<file path="src/rtl/speles_kontrolieris.sv">
// Guessing-game controller: LFSR target, external equality comparator, score/round bookkeeping.
// Latency: guess_valid at cycle N -> hit/miss at N+2; no backpressure, ignored pulses are simply dropped.
// Optional per-guess timeout is compiled in with SPELE_TIMEOUT_EN.
module speles_kontrolieris #(
    parameter int ROUNDS      = 8,
    parameter int ROUND_TICKS = 16
) (
    input  logic       clk,
    input  logic       rst,
    input  logic       start,
    input  logic [0:3] guess,
    input  logic       guess_valid,
    output logic [0:3] cmp_num_1,
    output logic [0:3] cmp_num_2,
    input  logic       cmp_match,
    output logic [0:3] score,
    output logic [0:3] round_no,
    output logic       hit,
    output logic       miss,
    output logic       busy,
    output logic       game_over
);

    if (ROUNDS < 1 || ROUNDS > 15 || ROUND_TICKS < 2 || ROUND_TICKS > 255) begin : g_bad_param
        $error("speles_kontrolieris: ROUNDS or ROUND_TICKS out of range");
    end

    typedef enum logic [2:0] {
        IDLE,
        NEW_ROUND,
        WAIT_GUESS,
        COMPARE,
        RESULT,
        DONE
    } state_t;

    localparam logic [0:3] ROUNDS_L  = 4'(ROUNDS);
    localparam logic [0:3] LFSR_SEED = 4'b1001;

    state_t     state_q, state_d;
    logic [0:3] lfsr_q, lfsr_d;
    logic [0:3] target_q, target_d;
    logic [0:3] guess_q, guess_d;
    logic       flag_q, flag_d;
    logic [0:3] score_q, score_d;
    logic [0:3] round_q, round_d;
`ifdef SPELE_TIMEOUT_EN
    localparam logic [7:0] TICK_LAST = 8'(ROUND_TICKS - 1);
    logic [7:0] tick_q, tick_d;
`endif

    always_ff @(posedge clk) begin
        if (rst) begin
            state_q  <= IDLE;
            lfsr_q   <= LFSR_SEED;
            target_q <= '0;
            guess_q  <= '0;
            flag_q   <= 1'b0;
            score_q  <= '0;
            round_q  <= '0;
`ifdef SPELE_TIMEOUT_EN
            tick_q   <= '0;
`endif
        end else begin
            state_q  <= state_d;
            lfsr_q   <= lfsr_d;
            target_q <= target_d;
            guess_q  <= guess_d;
            flag_q   <= flag_d;
            score_q  <= score_d;
            round_q  <= round_d;
`ifdef SPELE_TIMEOUT_EN
            tick_q   <= tick_d;
`endif
        end
    end

    always_comb begin
        state_d  = state_q;
        // Fibonacci form of x^4+x^3+1; index 0 is the MSB on these [0:3] vectors.
        lfsr_d   = {lfsr_q[1:3], lfsr_q[0] ^ lfsr_q[1]};
        target_d = target_q;
        guess_d  = guess_q;
        flag_d   = flag_q;
        score_d  = score_q;
        round_d  = round_q;
`ifdef SPELE_TIMEOUT_EN
        tick_d   = tick_q;
`endif
        hit      = 1'b0;
        miss     = 1'b0;

        case (state_q)
            IDLE, DONE: begin
                if (start) begin
                    score_d = '0;
                    round_d = '0;
                    state_d = NEW_ROUND;
                end
            end
            NEW_ROUND: begin
                target_d = lfsr_q;
`ifdef SPELE_TIMEOUT_EN
                tick_d   = '0;
`endif
                state_d  = WAIT_GUESS;
            end
            WAIT_GUESS: begin
                // A guess arriving in the expiry cycle still wins over the timeout.
                if (guess_valid) begin
                    guess_d = guess;
                    state_d = COMPARE;
                end
`ifdef SPELE_TIMEOUT_EN
                else if (tick_q == TICK_LAST) begin
                    flag_d  = 1'b0;
                    state_d = RESULT;
                end else begin
                    tick_d = tick_q + 8'd1;
                end
`endif
            end
            COMPARE: begin
                flag_d  = cmp_match;
                state_d = RESULT;
            end
            RESULT: begin
                hit     = flag_q;
                miss    = !flag_q;
                if (flag_q) begin
                    score_d = score_q + 4'd1;
                end
                round_d = round_q + 4'd1;
                state_d = (round_d == ROUNDS_L) ? DONE : NEW_ROUND;
            end
            default: state_d = IDLE;
        endcase
    end

    assign cmp_num_1 = target_q;
    assign cmp_num_2 = guess_q;
    assign score     = score_q;
    assign round_no  = round_q;
    assign busy      = (state_q != IDLE) && (state_q != DONE);
    assign game_over = (state_q == DONE);

endmodule

</file>
<file path="config.mk">
export PLATFORM = sky130hd
export DESIGN_NAME = speles_kontrolieris
export DESIGN_NICKNAME = d
export VERILOG_FILES = /design/src/rtl/speles_kontrolieris.sv
export SDC_FILE = /design/constraint.sdc
export NUM_CORES = 1
export LEC_CHECK = 0
export ABC_AREA = 1
export CORE_ASPECT_RATIO = 1.5
export CORE_MARGIN = 2
export CORE_UTILIZATION = 40
export CTS_BUF_LIST = sky130_fd_sc_hd__clkbuf_2
export CTS_CLUSTER_DIAMETER = 100
export DETAILED_ROUTE_END_ITERATION = 12
export PLACE_DENSITY = 0.79
export SLEW_MARGIN = 0
export SYNTH_ARGS = -nofsm -noshare
export SYNTH_HDL_FRONTEND = slang
export SYNTH_SLANG_ARGS = --single-unit
export TNS_END_PERCENT = 5
</file>
<file path="constraint.sdc">
create_clock -name clk -period 2.1 [get_ports clk]
set_input_delay 0.42 -clock clk [delete_from_list [all_inputs] [get_ports clk]]
set_output_delay 0.42 -clock clk [all_outputs]
set_load 0.02 [all_outputs]
</file>
==> results.json <==
{
  "status": "finished clean",
  "synth-xor-area-share_pct": 2.36,
  "final_hold_viol_count": 0,
  "die_y_um": 68.6,
  "cts_root_buffer": "clkbuf_2",
  "grt_pass1_wl_mm": 3.42,
  "slew_headroom_pct": 78.7,
  "wl_mm": 2.16,
  "cp_top_family": "buffers and inverters",
  "io_pins": 29,
  "synth_top_family_by_area": "simple AND/OR/NAND/NOR gates",
  "min_to": "lfsr_q[2]",
  "netlist_area_sq_um": 1110,
  "dieArea_sq_um": 3230,
  "syn2layout_area_growth_pct": 31.5,
  "final-setup-viol-count": 0,
  "arrival_ns": 1.49,
  "p_leak_nw": 0.598,
  "drt_iter0_drc": 9,
  "synthTopCellsByCount": "24 x dfxtp_1, 24 x nand2_1, 18 x a21oi_1",
  "synthAdderAreaFrac_pct": 3.37,
  "fin_crit_sh_pct": 91.1,
  "synth_ff_type": "dfxtp_1",
  "slew_violations": 0,
  "setup_ws_ns": 0.188,
  "drive_gt1_share_pct": 14.5,
  "synth_edf_count": 0,
  "worst_pin_slew_ns": 0.318,
  "routabilityCongestion": 0.809,
  "synth_compound_area_share_pct": 14.7,
  "clk_pin_slew_ns": 0.21,
  "rsz0062_at_grt": "no",
  "netlist-cell-type-count": 25,
  "dr.pass1.iters": 4,
  "worst_path_largest_cell_delay_ns": 0.65,
  "core-area_sq_um": 2680,
  "cts_tree": "yes",
  "grtUsageTotal_pct": 14.5,
  "synthTopCellsByArea": "dfxtp_1 43%, a21oi_1 8.1%, nand2_1 8.1%, inv_1 5.7%, o21ai_0 4.0%",
  "synth-simple-area-share_pct": 26.2,
  "syn_area_per_cell_sq_um": 7.79,
  "htreeDepth": 1,
  "drc": 0,
  "endpoint_kind": "primary output",
  "cp.required_ns": 1.68,
  "worstHoldPathCells": 2,
  "powerDensity_nw_per_um2": 1100,
  "netlist_instances": 143,
  "synth_seq_cells": 24,
  "die_width_um": 47.1,
  "r2r-end": "state_q[2]",
  "crit_slowest_cell": "clkdlybuf4s50_1",
  "tns_ns": 0,
  "cap_viol_max_count": 0,
  "antenna_left": 0,
  "fin_crit_ns": 1.91,
  "peakVddDrop_v": 0.000626,
  "reg2reg_depth": 7,
  "cts_buffers": 3,
  "start_util_pct": 41.6,
  "synth_top_area_share_pct": 43.1,
  "vias_per_cell": 4.65,
  "clock_sinks": 24,
  "timing.hold.worst.start": "lfsr_q[3]",
  "hp-class": "reg2reg",
  "rows": 23,
  "crit_buf_inv": 1,
  "hpwl_mm": 1.74,
  "yosysWarnings": 0,
  "start_kind": "flop",
  "dp_slack_ns": 0.265,
  "fin_nets": 185,
  "holdBufCountCts": 0,
  "vias": 971,
  "timing.rr.start": "state_q[1]",
  "async_flop_share_pct": 0,
  "ys_seq_area_share_pct": 43.1,
  "synth_nets": 155,
  "fmax_mhz": 523,
  "crit_type": "reg2out",
  "fin_worst_skew_ns": 0.0102,
  "clk_path_buf_depth": 2,
  "wire_per_inst_um": 10.3,
  "grt.overflow.total": 0,
  "clkLatencyLatePin_ns": 0.34,
  "port_buffers": 28,
  "synth_mux_area_share_pct": 0,
  "yosysTopAreaCell": "dfxtp_1",
  "reg2reg_slack_ns": 0.86,
  "cp_max_fo": 7,
  "antenna_found_initial": 0,
  "path_cells": "clkdlybuf4s50_1",
  "cts_setup_buffers": 0,
  "holdWs_ns": 0.441,
  "grt_pass1_vias": 872,
  "antenna_cells": 0,
  "grt_start_max_net_pins": 15
}
## metrics by stage
step | cells | power, W | util, % | area, sq um
6_report | 209 | 0.00161 | 54.7 | 1460
5_1_grt | 209 | 0.00172 | 54.7 | 1460
4_1_cts | 209 | 0.00163 | 54.6 | 1460
3_5_place_dp | 205 | 0.00133 | 52.8 | 1410
3_3_place_gp | 205 | 0.00131 | 52.8 | 1410
2_1_floorplan | 143 | 0.00111 | - | 1110
## power breakdown
group	internal [W]	switching [W]
sequential	0.000551	0.000102
clock	0.000164	0.000140
combinational	0.000264	0.000392
## logic make-up (layout without fill, tap and decap cells)
family / count (synthesis) / after routing
buffers and inverters: 25 / 54
and+or+nand+nor: 58 / 58
DFF: 24 / 24
AOI/OAI and AO/OA: 30 / 30
adders and majority gates: 3 / 3
xor gates and xnor gates: 3 / 3
## worst max-delay path by stage
stage / cells past startpoint / slack (ns) / from / end
global route: 4 / 0.10 / state_q[0] / hit
detailed placement: 4 / 0.27 / state_q[2] / busy
floorplan: 3 / 0.83 / state_q[0] / hit
finish: 1 / 0.19 / round_no[3] / round_no[3]
global placement: 4 / 0.30 / state_q[2] / busy
CTS: 4 / 0.002 / state_q[1] / game_over
## cell usage in the layout (no fill, tap or decap)
cell type	Yosys	layout
buf_4	1	1
nor2_2	3	3
dfxtp_1	24	21
nand3b_1	2	2
dfxtp_2	0	2
dlymetal6s2s_1	0	1
clkdlybuf4s50_1	0	24
dfxtp_4	0	1
xnor2_1	3	3
clkinv_2	1	1
dlygate4sd2_1	0	3
nand4_1	2	2
nor2_1	11	11
nand3_1	6	6
nand2_2	3	3
or2_1	1	1
nand2_1	24	24
a21oi_1	18	18
inv_2	3	3
o21ai_1	1	1
or2_2	1	1
bufinv_16	0	1
inv_1	17	17
a21boi_0	1	1
o21ai_0	9	9
nand3_2	3	3
a21oi_4	1	1
nand2_4	2	2
ha_1	3	3
clkbuf_2	0	3
## what timing repair did
item	in CTS	in global routing
gates resized for setup	7	1
endpoints found under the hold margin	0	0
pin swaps	0	0
setup endpoints to repair	4	1
## per-layer routing
| layer | global-route usage [%] | vias up | wire (um) | share of wire (%) |
|---|---|---|---|---|
| met4 | 6.25 | 0 | 23 | 1.1 |
| li1 | - | 512 | - | - |
| met1 | 15.6 | 435 | 867 | 40 |
| met3 | 1.82 | 4 | 75 | 3.5 |
| met2 | 26.9 | 20 | 1190 | 55 |
| met5 | 0 | - | 0 | 0 |
## tightest hold or removal path, cell delays in order (launching register included)
cell	delay, ns
dfxtp_1	0.36
inv_1	0.05
nor2_1	0.03
## state kept, by name (all words and copies together) (netlist names)
| register | cells |
|---|---|
| cmp_num_1 | 4 |
| flag_q | 1 |
| round_no | 4 |
| state_q | 3 |
| score | 4 |
| lfsr_q | 4 |
| cmp_num_2 | 4 |
## cell type report
cell class,count,area [sq um]
Timing Repair Buffer,29,287
Clock buffer,3,15.0
Multi-Input combinational cell,94,519
Clock inverter,1,30.0
Fill cell,261,1210
Sequential cell,24,487
Tap cell,37,46.3
Inverter,21,80.1
No activity file was read; power rests on OpenSTA's default activity.
